`src/rtl/cdb_pkg.sv`:
```
// Shared definitions for the CDB arbiter slice.
// Contents: source IDs, default tag width, result payload words,
// and a mod-3 adder used by the round-robin pointer.
package cdb_pkg;

  localparam int unsigned ENTRY_W_DEF = 4;
  localparam int unsigned N_SRC       = 3;

  localparam logic [1:0] SRC_ALU = 2'd0;
  localparam logic [1:0] SRC_LD  = 2'd1;
  localparam logic [1:0] SRC_ST  = 2'd2;

  // Payload words of one result. The ROB tag travels beside this struct
  // so that its width can remain a module parameter.
  typedef struct packed {
    logic [31:0] d0;
    logic [31:0] d1;
    logic [31:0] d2;
  } cdb_payload_t;

  // (a + b) mod 3 for operands in 0..2.
  function automatic logic [1:0] src_add(input logic [1:0] a, input logic [1:0] b);
    logic [2:0] s;
    s = {1'b0, a} + {1'b0, b};
    if (s >= 3'd3) s = s - 3'd3;
    return s[1:0];
  endfunction

endpackage

```
`src/rtl/cdb_arbiter_if.sv`:
```
// Producer and CDB bus bundle of the CDB arbiter.
// slave  : arbiter side (takes producer pulses, drives CDB/stall/ovf).
// master : environment side (drives producer pulses, observes CDB).
interface cdb_arbiter_if #(
  parameter int unsigned ENTRY_W = cdb_pkg::ENTRY_W_DEF
);

  logic               alu_valid;
  logic [ENTRY_W-1:0] alu_entry;
  logic [31:0]        alu_result;
  logic [31:0]        alu_pc;
  logic [31:0]        alu_pc_init;

  logic               ld_valid;
  logic [ENTRY_W-1:0] ld_entry;
  logic [31:0]        ld_result;

  logic               st_valid;
  logic [ENTRY_W-1:0] st_entry;
  logic [31:0]        st_addr;
  logic [31:0]        st_data;

  logic               cdb_valid;
  logic [1:0]         cdb_src;
  logic [ENTRY_W-1:0] cdb_entry;
  logic [31:0]        cdb_d0;
  logic [31:0]        cdb_d1;
  logic [31:0]        cdb_d2;
  logic               cdb_stall;
  logic               ovf_err;

  modport slave (
    input  alu_valid, alu_entry, alu_result, alu_pc, alu_pc_init,
    input  ld_valid, ld_entry, ld_result,
    input  st_valid, st_entry, st_addr, st_data,
    output cdb_valid, cdb_src, cdb_entry, cdb_d0, cdb_d1, cdb_d2,
    output cdb_stall, ovf_err
  );

  modport master (
    output alu_valid, alu_entry, alu_result, alu_pc, alu_pc_init,
    output ld_valid, ld_entry, ld_result,
    output st_valid, st_entry, st_addr, st_data,
    input  cdb_valid, cdb_src, cdb_entry, cdb_d0, cdb_d1, cdb_d2,
    input  cdb_stall, ovf_err
  );

endinterface

```
`src/rtl/cdb_fifo.sv`:
```
// Per-source result FIFO with flush.
// Ports: clk, rst (sync active-low), i_en (freeze when low), i_flush,
//        i_push/i_entry/i_data (tail write), i_pop (head consume),
//        o_entry_c/o_data_c (head), o_full_c, o_empty_c,
//        o_count_nxt_c (occupancy after the coming edge).
module cdb_fifo
  import cdb_pkg::*;
#(
  parameter int unsigned ENTRY_W = ENTRY_W_DEF,
  parameter int unsigned DEPTH   = 4
) (
  input  logic                   clk,
  input  logic                   rst,
  input  logic                   i_en,
  input  logic                   i_flush,
  input  logic                   i_push,
  input  logic [ENTRY_W-1:0]     i_entry,
  input  cdb_payload_t           i_data,
  input  logic                   i_pop,
  output logic [ENTRY_W-1:0]     o_entry_c,
  output cdb_payload_t           o_data_c,
  output logic                   o_full_c,
  output logic                   o_empty_c,
  output logic [$clog2(DEPTH):0] o_count_nxt_c
);

  localparam int unsigned PTR_W = $clog2(DEPTH);
  localparam int unsigned CNT_W = PTR_W + 1;

  logic [PTR_W-1:0]   r_wr;
  logic [PTR_W-1:0]   r_rd;
  logic [CNT_W-1:0]   r_count;
  logic [ENTRY_W-1:0] r_mem_entry [DEPTH];
  cdb_payload_t       r_mem_data  [DEPTH];

  logic w_push;
  logic w_pop;

  assign o_full_c  = (r_count == CNT_W'(DEPTH));
  assign o_empty_c = (r_count == '0);

  // A full FIFO still accepts a push when its head leaves on the same edge.
  assign w_push = i_push && !i_flush && (!o_full_c || i_pop);
  assign w_pop  = i_pop && !o_empty_c && !i_flush;

  assign o_count_nxt_c = i_flush ? '0 : (r_count + CNT_W'(w_push) - CNT_W'(w_pop));

  assign o_entry_c = r_mem_entry[r_rd];
  assign o_data_c  = r_mem_data[r_rd];

  // Pointer and occupancy state.
  always_ff @(posedge clk) begin
    if (!rst) begin
      r_wr    <= '0;
      r_rd    <= '0;
      r_count <= '0;
    end else if (i_en) begin
      if (i_flush) begin
        r_wr    <= '0;
        r_rd    <= '0;
        r_count <= '0;
      end else begin
        if (w_push) r_wr <= r_wr + PTR_W'(1);
        if (w_pop)  r_rd <= r_rd + PTR_W'(1);
        r_count <= o_count_nxt_c;
      end
    end
  end

  // Storage; contents are only meaningful below the count, so no reset.
  always_ff @(posedge clk) begin
    if (i_en && w_push) begin
      r_mem_entry[r_wr] <= i_entry;
      r_mem_data[r_wr]  <= i_data;
    end
  end

endmodule

```
`src/rtl/cdb_arbiter.sv`:
```
// Common data bus arbiter: buffers ALU / load / store result pulses in
// per-source FIFOs and grants one per cycle round-robin onto a registered CDB.
// Ports: clk, rst (sync active-low), rdy (global freeze when low),
//        rollback (flush), bus (cdb_arbiter_if.slave: producer pulses in,
//        CDB payload, cdb_stall and sticky ovf_err out).
module cdb_arbiter
  import cdb_pkg::*;
#(
  parameter int unsigned ENTRY_W = ENTRY_W_DEF,
  parameter int unsigned DEPTH   = 4
) (
  input  logic         clk,
  input  logic         rst,
  input  logic         rdy,
  input  logic         rollback,
  cdb_arbiter_if.slave bus
);

  localparam int unsigned CNT_W = $clog2(DEPTH) + 1;

  logic [N_SRC-1:0]   w_valid;
  logic [N_SRC-1:0]   w_full;
  logic [N_SRC-1:0]   w_empty;
  logic [N_SRC-1:0]   w_pop;
  logic [ENTRY_W-1:0] w_in_entry   [N_SRC];
  cdb_payload_t       w_in_data    [N_SRC];
  logic [ENTRY_W-1:0] w_head_entry [N_SRC];
  cdb_payload_t       w_head_data  [N_SRC];
  logic [CNT_W-1:0]   w_cnt_nxt    [N_SRC];

  logic               w_gnt_valid;
  logic [1:0]         w_gnt_src;
  logic [1:0]         w_cand;
  logic               w_stall_nxt;
  logic               w_ovf;

  logic               r_valid;
  logic [1:0]         r_src;
  logic [ENTRY_W-1:0] r_entry;
  cdb_payload_t       r_data;
  logic               r_stall;
  logic               r_ovf;
  logic [1:0]         r_rr;

  // Producer payload mapping; unused words are stored as zero.
  assign w_valid = {bus.st_valid, bus.ld_valid, bus.alu_valid};
  assign w_in_entry[SRC_ALU] = bus.alu_entry;
  assign w_in_entry[SRC_LD]  = bus.ld_entry;
  assign w_in_entry[SRC_ST]  = bus.st_entry;
  assign w_in_data[SRC_ALU]  = {bus.alu_result, bus.alu_pc, bus.alu_pc_init};
  assign w_in_data[SRC_LD]   = {bus.ld_result, 32'd0, 32'd0};
  assign w_in_data[SRC_ST]   = {bus.st_addr, bus.st_data, 32'd0};

  for (genvar i = 0; i < N_SRC; i++) begin : g_fifo
    cdb_fifo #(
      .ENTRY_W (ENTRY_W),
      .DEPTH   (DEPTH)
    ) u_fifo (
      .clk           (clk),
      .rst           (rst),
      .i_en          (rdy),
      .i_flush       (rollback),
      .i_push        (w_valid[i]),
      .i_entry       (w_in_entry[i]),
      .i_data        (w_in_data[i]),
      .i_pop         (w_pop[i]),
      .o_entry_c     (w_head_entry[i]),
      .o_data_c      (w_head_data[i]),
      .o_full_c      (w_full[i]),
      .o_empty_c     (w_empty[i]),
      .o_count_nxt_c (w_cnt_nxt[i])
    );
  end

  // Round-robin pick: first non-empty source in order rr, rr+1, rr+2 (mod 3).
  always_comb begin
    w_gnt_valid = 1'b0;
    w_gnt_src   = r_rr;
    w_cand      = r_rr;
    w_pop       = '0;
    for (int k = 0; k < 3; k++) begin
      w_cand = src_add(r_rr, 2'(k));
      if (!w_gnt_valid && !w_empty[w_cand]) begin
        w_gnt_valid = 1'b1;
        w_gnt_src   = w_cand;
      end
    end
    if (w_gnt_valid && !rollback) w_pop[w_gnt_src] = 1'b1;
  end

  // Stall looks at occupancy after this edge, leaving one slot of slack.
  always_comb begin
    w_stall_nxt = 1'b0;
    for (int unsigned i = 0; i < N_SRC; i++) begin
      if (w_cnt_nxt[i] >= CNT_W'(DEPTH - 1)) w_stall_nxt = 1'b1;
    end
  end

  // A push is lost only when its FIFO is full and its head is not leaving.
  assign w_ovf = !rollback && |(w_valid & w_full & ~w_pop);

  // CDB output register, rotating pointer, stall and sticky overflow.
  always_ff @(posedge clk) begin
    if (!rst) begin
      r_valid <= 1'b0;
      r_src   <= '0;
      r_entry <= '0;
      r_data  <= '0;
      r_stall <= 1'b0;
      r_ovf   <= 1'b0;
      r_rr    <= '0;
    end else if (rdy) begin
      if (w_ovf) r_ovf <= 1'b1;
      if (rollback) begin
        r_valid <= 1'b0;
        r_stall <= 1'b0;
      end else begin
        r_valid <= w_gnt_valid;
        r_stall <= w_stall_nxt;
        if (w_gnt_valid) begin
          r_src   <= w_gnt_src;
          r_entry <= w_head_entry[w_gnt_src];
          r_data  <= w_head_data[w_gnt_src];
          r_rr    <= src_add(w_gnt_src, 2'd1);
        end
      end
    end
  end

  assign bus.cdb_valid = r_valid;
  assign bus.cdb_src   = r_src;
  assign bus.cdb_entry = r_entry;
  assign bus.cdb_d0    = r_data.d0;
  assign bus.cdb_d1    = r_data.d1;
  assign bus.cdb_d2    = r_data.d2;
  assign bus.cdb_stall = r_stall;
  assign bus.ovf_err   = r_ovf;

endmodule

```
`src/flat_wrapper.sv`:
```
// flat-port wrapper written by rule: the top's interface ports become plain ports
module cdb_arbiter_flat import cdb_pkg::*;
#(
  parameter int unsigned ENTRY_W = ENTRY_W_DEF,
  parameter int unsigned DEPTH   = 4
)
  (clk, rst, rdy, rollback, bus_alu_valid, bus_alu_entry, bus_alu_result, bus_alu_pc, bus_alu_pc_init, bus_ld_valid, bus_ld_entry, bus_ld_result, bus_st_valid, bus_st_entry, bus_st_addr, bus_st_data, bus_cdb_valid, bus_cdb_src, bus_cdb_entry, bus_cdb_d0, bus_cdb_d1, bus_cdb_d2, bus_cdb_stall, bus_ovf_err);
  cdb_arbiter_if #(.ENTRY_W(ENTRY_W)) bus_i ();
  input  logic clk;
  input  logic rst;
  input  logic rdy;
  input  logic rollback;
  input wire logic [$bits(bus_i.alu_valid)-1:0] bus_alu_valid;
  input wire logic [$bits(bus_i.alu_entry)-1:0] bus_alu_entry;
  input wire logic [$bits(bus_i.alu_result)-1:0] bus_alu_result;
  input wire logic [$bits(bus_i.alu_pc)-1:0] bus_alu_pc;
  input wire logic [$bits(bus_i.alu_pc_init)-1:0] bus_alu_pc_init;
  input wire logic [$bits(bus_i.ld_valid)-1:0] bus_ld_valid;
  input wire logic [$bits(bus_i.ld_entry)-1:0] bus_ld_entry;
  input wire logic [$bits(bus_i.ld_result)-1:0] bus_ld_result;
  input wire logic [$bits(bus_i.st_valid)-1:0] bus_st_valid;
  input wire logic [$bits(bus_i.st_entry)-1:0] bus_st_entry;
  input wire logic [$bits(bus_i.st_addr)-1:0] bus_st_addr;
  input wire logic [$bits(bus_i.st_data)-1:0] bus_st_data;
  output wire logic [$bits(bus_i.cdb_valid)-1:0] bus_cdb_valid;
  output wire logic [$bits(bus_i.cdb_src)-1:0] bus_cdb_src;
  output wire logic [$bits(bus_i.cdb_entry)-1:0] bus_cdb_entry;
  output wire logic [$bits(bus_i.cdb_d0)-1:0] bus_cdb_d0;
  output wire logic [$bits(bus_i.cdb_d1)-1:0] bus_cdb_d1;
  output wire logic [$bits(bus_i.cdb_d2)-1:0] bus_cdb_d2;
  output wire logic [$bits(bus_i.cdb_stall)-1:0] bus_cdb_stall;
  output wire logic [$bits(bus_i.ovf_err)-1:0] bus_ovf_err;
  assign bus_i.alu_valid = bus_alu_valid;
  assign bus_i.alu_entry = bus_alu_entry;
  assign bus_i.alu_result = bus_alu_result;
  assign bus_i.alu_pc = bus_alu_pc;
  assign bus_i.alu_pc_init = bus_alu_pc_init;
  assign bus_i.ld_valid = bus_ld_valid;
  assign bus_i.ld_entry = bus_ld_entry;
  assign bus_i.ld_result = bus_ld_result;
  assign bus_i.st_valid = bus_st_valid;
  assign bus_i.st_entry = bus_st_entry;
  assign bus_i.st_addr = bus_st_addr;
  assign bus_i.st_data = bus_st_data;
  assign bus_cdb_valid = bus_i.cdb_valid;
  assign bus_cdb_src = bus_i.cdb_src;
  assign bus_cdb_entry = bus_i.cdb_entry;
  assign bus_cdb_d0 = bus_i.cdb_d0;
  assign bus_cdb_d1 = bus_i.cdb_d1;
  assign bus_cdb_d2 = bus_i.cdb_d2;
  assign bus_cdb_stall = bus_i.cdb_stall;
  assign bus_ovf_err = bus_i.ovf_err;
  cdb_arbiter #(.ENTRY_W(ENTRY_W), .DEPTH(DEPTH)) u_core (.clk(clk), .rst(rst), .rdy(rdy), .rollback(rollback), .bus(bus_i));
endmodule
```
`config.mk`:
```
export PLATFORM = sky130hd
export DESIGN_NAME = cdb_arbiter_flat
export DESIGN_NICKNAME = d
export VERILOG_FILES = /design/src/rtl/cdb_pkg.sv /design/src/rtl/cdb_arbiter_if.sv /design/src/rtl/cdb_fifo.sv /design/src/rtl/cdb_arbiter.sv /design/src/flat_wrapper.sv
export SDC_FILE = /design/constraint.sdc
export NUM_CORES = 1
export LEC_CHECK = 0
export BUFFER_PORTS_ARGS = -buffer_cell sky130_fd_sc_hd__buf_2
export CELL_PAD_IN_SITES_DETAIL_PLACEMENT = 1
export CELL_PAD_IN_SITES_GLOBAL_PLACEMENT = 1
export CORE_MARGIN = 8
export CORE_UTILIZATION = 30
export DETAILED_ROUTE_END_ITERATION = 8
export GPL_ROUTABILITY_DRIVEN = 0
export HOLD_SLACK_MARGIN = 0.02
export PLACE_DENSITY = 0.58
export SETUP_SLACK_MARGIN = 0.3
export SLEW_MARGIN = 10
export SYNTH_ARGS = -nofsm -noshare
export SYNTH_HDL_FRONTEND = slang
export SYNTH_SLANG_ARGS = --single-unit
export TNS_END_PERCENT = 30
```
`constraint.sdc`:
```
create_clock -name clk -period 8.1 [get_ports clk]
set_input_delay 1.62 -clock clk [delete_from_list [all_inputs] [get_ports clk]]
set_output_delay 1.62 -clock clk [all_outputs]
set_load 0.05 [all_outputs]
```
-- Yosys cells after proc, flatten, opt, wreduce, memory -nomap -nowiden
Memories as Yosys holds them, arrays and structs flattened. A register that Yosys moved wholly into a read port is not among the register bits.
Cells that the tools add are included.
- register bits after elaboration: 128
- memory bits (writable): 816
- bits of input ports: 211
- output and inout bits: 105
- word-level logic and storage cells: 181
- memories kept: 6
- memories (memory ; words ; bits a word ; rd ports ; clocked after Yosys merged registers in ; wr ports ; RTL line ; RTL):
    u_core.g_fifo[0].u_fifo.r_mem_data ; 4 ; 96 ; 1 ; 1 ; 1 ; cdb_fifo.sv:34 ; cdb_payload_t r_mem_data [DEPTH];
    u_core.g_fifo[2].u_fifo.r_mem_data ; 4 ; 64 ; 1 ; 1 ; 1 ; cdb_fifo.sv:34 ;
    u_core.g_fifo[1].u_fifo.r_mem_data ; 4 ; 32 ; 1 ; 1 ; 1 ; cdb_fifo.sv:34 ;
    u_core.g_fifo[0].u_fifo.r_mem_entry ; 4 ; 4 ; 1 ; 1 ; 1 ; cdb_fifo.sv:33 ; logic [ENTRY_W-1:0] r_mem_entry [DEPTH];
    u_core.g_fifo[1].u_fifo.r_mem_entry ; 4 ; 4 ; 1 ; 1 ; 1 ; cdb_fifo.sv:33 ;
    u_core.g_fifo[2].u_fifo.r_mem_entry ; 4 ; 4 ; 1 ; 1 ; 1 ; cdb_fifo.sv:33 ;
- add/subtract/negate cells: 19
- magnitude comparators: 13
- eq/ne operators: 3
- multiplexer cells: 66
- bitwise logic cells: 5
- reductions and logical operators: 51
- operators with widths (kind ; count):
    $bmux 96 s2 ; 1
    $mux 96 ; 2
    $mux 2 ; 31
    $mux 3 ; 7
    $logic_and 1x1->1 ; 20
    $ge 3x2->1 const B ; 6
    $mux 1 ; 18
    $reduce_and 2->1 ; 7
    $add 2x1->2 const B ; 6
    $lt 2x3->1 const B ; 4
    $reduce_bool 2->1 ; 6
    $logic_not 1->1 ; 10
    $add 3x1->3 ; 3
    $eq 3x3->1 const B ; 3
    $logic_not 3->1 ; 3
    $sub 3x1->3 ; 3
    $bmux 4 s2 ; 1
    $mux 4 ; 2
    $sub 2x2->2 const B ; 4
    $add 2x1->3 const B ; 2
    $and 3x3->3 ; 2
    $bmux 1 s2 ; 3
    $add 2x2->3 const B ; 1
    $ge 3x3->1 const B ; 1
    9 further kinds ; 11

-- Longest topological paths before layout
- word-level depth: 26
- depth in mapped cells: 26
- depth with buffers taken out: 23

-- Modules after synthesis
Synthesis repeated with hierarchy kept, for this count alone.
- cell total of the unflattened synthesis: 2406
- area, all modules: 50631.1 um^2
- by module, submodules not included (module ; times used ; cells each ; area each (um^2) ; sequential area each (um^2)):
    cdb_fifo ; 3 ; 591 ; 14993.1 ; 12191.7
    cdb_arbiter ; 1 ; 633 ; 5651.7 ; 2142.1

-- Least setup slack after synthesis
OpenSTA, ideal clock, no wires.
- kind: register to register
- start point: reg u_core.r_rr[0]
- end point: mem u_core.g_fifo[0].u_fifo.r_mem_data[0][0] (netlist bit), enable pin
- library setup time: 0.470 ns
- arrival time: 4.972 ns
- data required time: 7.630 ns
- path slack: 2.658 ns
- stages on the path, launching flop included: 11
- buffers on the path: 1
- period minus slack after synthesis: 5.442 ns
- cell sequence: dfxtp_1 -> inv_1 -> ha_1 -> clkbuf_1 -> nor4_1 -> a211oi_1 -> or3_1 -> a31oi_2 -> nand4_1 -> a211oi_2 -> and2_1
- cells in the longest elaborated chain, start to end: 21
- RTL lines (element ; RTL line ; RTL):
    start: declaration ; cdb_arbiter.sv:43 ; logic [1:0] r_rr;
    start signal: assignment ; cdb_arbiter.sv:124 ; r_rr <= src_add(w_gnt_src, 2'd1);
    $add 2x1->3 ; cdb_pkg.sv:24 ; s = {1'b0, a} + {1'b0, b};
    $ge 3x2->1 / $sub 2x2->2 (equally long branches) ; cdb_pkg.sv:25 ; if (s >= 3'd3) s = s - 3'd3;
    $mux 2 ; cdb_pkg.sv:25 ;
    $bmux 1 s2 ; cdb_arbiter.sv:83 ; if (!w_gnt_valid && !w_empty[w_cand]) begin
    $mux 1 (not written as such) ; cdb_arbiter.sv:83 ;
    $logic_not 1->1 ; cdb_arbiter.sv:83 ;
    $logic_and 1x1->1 ; cdb_arbiter.sv:83 ;
    $mux 1 ; cdb_arbiter.sv:83 ;
    [... 5 more ...] ; n/a ;
    $mux 1 (not written as such) ; cdb_arbiter.sv:88 ; if (w_gnt_valid && !rollback) w_pop[w_gnt_src] = 1'b1;
    $demux 1 s2 ; n/a ;
    $mux 3 * ; cdb_arbiter.sv:88 ;
    $logic_or 1x1->1 * ; cdb_fifo.sv:43 ; assign w_push = i_push && !i_flush && (!o_full_c || i_pop);
    $logic_and 1x1->1 * ; cdb_fifo.sv:43 ;
    $logic_and 1x1->1 * ; cdb_fifo.sv:72 ; if (i_en && w_push) begin
    $mux 1 * ; cdb_fifo.sv:72 ;
    $mux 1 (not written as such) * ; cdb_fifo.sv:74 ; r_mem_data[r_wr] <= i_data;
    end: declaration ; cdb_fifo.sv:34 ;
Every way passes the cells marked *; elsewhere a longest branch is shown, timed or not. The select of a mux whose other input is x is not followed.

-- Final worst setup path
- start point: reg u_core.r_rr[0]
- end point: reg u_core.r_stall, in the netlist u_core.bus.cdb_stall
- cells in the longest elaborated chain, start to end: 26
- RTL lines (element ; RTL line ; RTL):
    $add 2x1->3 ; cdb_pkg.sv:24 ;
    $ge 3x2->1 / $sub 2x2->2 (equally long branches) ; cdb_pkg.sv:25 ;
    $mux 2 ; cdb_pkg.sv:25 ;
    $bmux 1 s2 ; cdb_arbiter.sv:83 ;
    $mux 1 (not written as such) ; cdb_arbiter.sv:83 ;
    $logic_not 1->1 ; cdb_arbiter.sv:83 ;
    $logic_and 1x1->1 ; cdb_arbiter.sv:83 ;
    $mux 1 ; cdb_arbiter.sv:83 ;
    [... 9 more ...] ; n/a ;
    $logic_and 1x1->1 ; cdb_fifo.sv:43 ;
    $add 3x1->3 ; cdb_fifo.sv:46 ; assign o_count_nxt_c = i_flush ? '0 : (r_count + CNT_W'(w_push) - CNT_W'(w_pop));
    $sub 3x1->3 ; cdb_fifo.sv:46 ;
    $mux 3 ; cdb_fifo.sv:46 ;
    $ge 3x2->1 ; cdb_arbiter.sv:95 ; if (w_cnt_nxt[i] >= CNT_W'(DEPTH - 1)) w_stall_nxt = 1'b1;
    $mux 1 (2 in series) ; cdb_arbiter.sv:95 ;
    $mux 1 * ; cdb_arbiter.sv:95 ;
    $mux 1 * ; cdb_arbiter.sv:114 ; if (rollback) begin
    end signal: assignment ; cdb_arbiter.sv:119 ; r_stall <= w_stall_nxt;
    end: declaration ; cdb_arbiter.sv:41 ; logic r_stall;
Marks and branches as above.
A chain may end at the register's enable or synchronous reset.

==> results.toml <==
[outcome]
outcome = "complete, no violations"

[floorplanning]
die_h_microns = 361
die_w_microns = 361
die_area_sq_um = 130000
core-area_sq_um = 118000
core.rowCount = 126
io_pins = 316
initial_core_util = 0.302

[power_and_ir_drop]
p_leak_nw = 13.8
power_per_cell_area_nw_per_um2 = 256
total_power_mw = 10.8
ir_worst_vdd_mv = 0.179

[min_path]
min_to = "u_core.bus.cdb_d1[19]$_SDFFE_PN0P_"
worstHoldPathCells = 2
min_path_type = "flip-flop to flip-flop"
hold_start = "u_core.bus.cdb_d1[19]$_SDFFE_PN0P_"

[placement]
dpl.hpwl_microns = 61200
portBuffers = 315
pre_cts_ws_ps = 2090
placed_area_sq_um = 38900

[logic_synthesis]
async_flop_share = 0
ys_seq_area_frac = 0.763
synth_edf_count = 816
ys.warnings.count = 0
syn_area_sq_um = 35600
post-synth-top-area-cell = "edfxtp_1"
syn_inst = 1797
synthFlopType = "edfxtp_1"
netlist_top_cells_area = "edfxtp_1, mux4_2, dfxtp_1"
yosys.cell_types.count = 59
avgSynthCellArea_sq_um = 19.8
synth_seq_cells = 950
synth.net_count = 2032
yosys.area.top_type_share = 0.688

[drt]
drt_pass1_iterations = 5
wl_per_cell_microns = 25.6
wl_met2_microns = 47400
routed_wl_microns = 96800
antenna_left = 0
wl_met3_microns = 6580
routed_via_density = 4.94
vias = 18700
m1WireLength_microns = 40300
top_layer = "met5"
drt_iter0_drc = 1515
route.detailed.drc = 0

[timing]
timing.final.hold_violations = 0
worstMarginPinSlew_ps = 1180
period_share = 0.756
tns_ps = 0
slew_violations = 0
timing.fmax_ghz = 0.163
layout_setup_ws_ps = 1980
slew_headroom = 0.211
fin_crit_ps = 6120
setup_violations = 0
fin_skew_ps = 28.1
rsz0062_at_grt = "no"

[setup_path]
worstSetupStartpointType = "flip-flop"
path_max_fanout = 38
r2r_cells = 23
crit_type = "flip-flop to flip-flop"
worstPathArrival_ps = 6660
cp-end-kind = "flip-flop"
crit-reg2reg-launch = "u_core.r_rr[0]$_SDFFE_PN0P_"
ff2ff_setup_slack_ps = 1980
worstReg2RegEnd = "u_core.bus.cdb_stall$_SDFFE_PN0P_"
cp.required_ps = 8640

[job]
cap_violations = 0

[clocking]
cts_buffers = 102
cts_buffer_depth = 3
postCtsHoldBufs = 0
tritoncts = "built"
ctsResizeCount = 0
clock_latency_ps = 680
clockRootBuffer = "clkbuf_16"
cts.reportedPaths.clkPinSlew_ps = 60
htreeDepth = 3
cts.sink_count = 950
post-cts-setup-buffer-count = 0

[global_routing]
antenna_found_initial = 55
grt_max_degree = 69
grt_overflow = 0
grt_pass1_vias = 19800
track_usage = 0.145
grt_pass1_wl_microns = 140000

[cells_and_area]
synthToLayoutAreaGrowth_pct = 18.5
utilization = 0.358
drive_above_1_share = 0.322
nNetsFinal = 2366
nFillCells = 11800
fin_area_sq_um = 42200
-- registers in the layout, summed over array words and instances, names as in the netlist, 2 cells and up, named ones only --
signal                            flops
u_core.bus.cdb_entry                  4
u_core.g_fifo.u_fifo.r_rd             6
u_core.g_fifo.u_fifo.r_mem_entry     48
u_core.bus.cdb_d0                    32
u_core.g_fifo.u_fifo.r_count          9
u_core.bus.cdb_d2                    32
u_core.g_fifo.u_fifo.r_mem_data     768
u_core.r_rr                           2
u_core.g_fifo.u_fifo.r_wr             6
u_core.bus.cdb_d1                    32
u_core.bus.cdb_src                    2
-- worst max path at each step --
stage / endpoint / slack, ps / cells past startpoint / start
after global routing: u_core.bus.cdb_stall$_SDFFE_PN0P_ / 1560 / 23 / u_core.r_rr[0]$_SDFFE_PN0P_
final: u_core.bus.cdb_stall$_SDFFE_PN0P_ / 1980 / 23 / u_core.r_rr[0]$_SDFFE_PN0P_
after global placement: u_core.bus.cdb_stall$_SDFFE_PN0P_ / 2410 / 23 / u_core.r_rr[0]$_SDFFE_PN0P_
after detailed placement: u_core.bus.cdb_stall$_SDFFE_PN0P_ / 2090 / 23 / u_core.r_rr[0]$_SDFFE_PN0P_
after floorplan: u_core.g_fifo[0].u_fifo.r_mem_data[0][0]$_DFFE_PP_ / 2660 / 10 / u_core.r_rr[0]$_SDFFE_PN0P_
after CTS: u_core.bus.cdb_stall$_SDFFE_PN0P_ / 2060 / 23 / u_core.r_rr[0]$_SDFFE_PN0P_
-- worst max-delay path, stage by stage (launching register included) --
cell,delay [ps]
dfxtp_1,380
inv_1,80
ha_1,430
nor4_1,570
a21oi_1,250
o311ai_0,670
nand2_2,710
nand2_2,270
inv_1,100
ha_1,210
inv_1,60
a2111o_1,140
a31oi_1,240
nand2b_1,160
ha_1,230
inv_1,60
ha_1,130
inv_1,60
fa_1,510
inv_1,70
a222oi_1,310
a41oi_1,160
a21oi_1,150
nor2_1,50
-- synth_stat cells, types with 2 or more instances --
| cell type | n |
|---|---|
| buf_2 | 8 |
| a21oi_1 | 51 |
| a41oi_1 | 2 |
| or3_1 | 4 |
| fa_1 | 3 |
| nand2b_1 | 4 |
| nand3_1 | 49 |
| nand4_1 | 3 |
| nand3b_1 | 2 |
| o21ai_0 | 78 |
| mux4_2 | 204 |
| xor2_1 | 4 |
| a211oi_1 | 2 |
| xnor2_1 | 3 |
| and3_1 | 6 |
| clkbuf_1 | 85 |
| edfxtp_1 | 816 |
| nor2_1 | 59 |
| or4_1 | 6 |
| a22oi_1 | 40 |
| nand2_1 | 48 |
| buf_4 | 10 |
| a221o_1 | 36 |
| nor3_1 | 8 |
| mux2i_1 | 36 |
| a211o_1 | 2 |
| and2_1 | 9 |
| inv_1 | 28 |
| dfxtp_1 | 134 |
| buf_1 | 4 |
| ha_1 | 21 |
| nor3b_1 | 2 |
| a31oi_1 | 4 |
-- per-stage QoR --
| stage | cells | hold WS, ps |
|---|---|---|
| 6_report | 3778 | 457 |
| 5_1_grt | 3757 | 494 |
| 2_1_floorplan | 1797 | 464 |
| 3_5_place_dp | 3563 | 446 |
| 4_1_cts | 3756 | 467 |
| 3_3_place_gp | 3563 | 440 |
-- area by class of cell --
| type | instances | area (sq um) | area share |
|---|---|---|---|
| sequential | 950 | 27200 | 0.644 |
| clock buffer | 150 | 2920 | 0.0691 |
| timing repair buffer | 337 | 1740 | 0.0412 |
| clock inverter | 43 | 325 | 0.00770 |
| multi-input combinational | 711 | 7950 | 0.188 |
| inverter | 29 | 109 | 0.00258 |
| antenna | 22 | 55.1 | 0.00130 |
| tap | 1536 | 1920 | 0.0455 |
-- where the power goes --
| part | total [mW] | switching (mW) | internal (mW) | leakage [nW] |
|---|---|---|---|---|
| Clock | 4.48 | 1.89 | 2.59 | 1.57 |
| Combinational | 0.877 | 0.597 | 0.279 | 3.79 |
| Sequential | 5.44 | 0.0457 | 5.39 | 8.46 |
-- layer usage --
metal | track usage | vias to the layer above
met5 | 0 | -
met4 | 0.0400 | 16
met3 | 0.0388 | 192
met2 | 0.242 | 544
met1 | 0.186 | 9832
li1 | - | 8080
-- kinds of logic after synthesis --
group           Yosys count  synth area share
compound gates          232            0.0432
xor+xnor                  7           0.00172
fa+ha+maj                24           0.00906
buf+inv                 136            0.0157
flops                   950             0.763
mux                     240             0.139
simple gates            208            0.0285
-- layout by cell type, fill, tap and decap left out, types with 4 or more instances in the layout --
cell,Yosys,layout
xor2_1,4,4
inv_1,28,28
mux2i_1,36,36
o21ai_0,78,78
nand2b_1,4,4
clkbuf_8,0,12
nand3_1,49,47
and2_4,0,8
a21oi_1,51,51
mux4_2,204,204
or3_1,4,4
dfxtp_4,0,4
buf_2,8,315
nor2_1,59,58
clkbuf_1,85,33
diode_2,0,22
ha_1,21,21
nor3_1,8,8
dfxtp_1,134,128
edfxtp_1,816,816
clkinvlp_4,0,4
nand2_1,48,46
a221o_1,36,36
or4_1,6,6
and3_2,0,5
clkinv_2,0,10
clkinv_1,1,19
clkbuf_16,0,105
buf_4,10,22
a31oi_1,4,4
a22oi_1,40,40
Power figures use the tool's default switching activity.
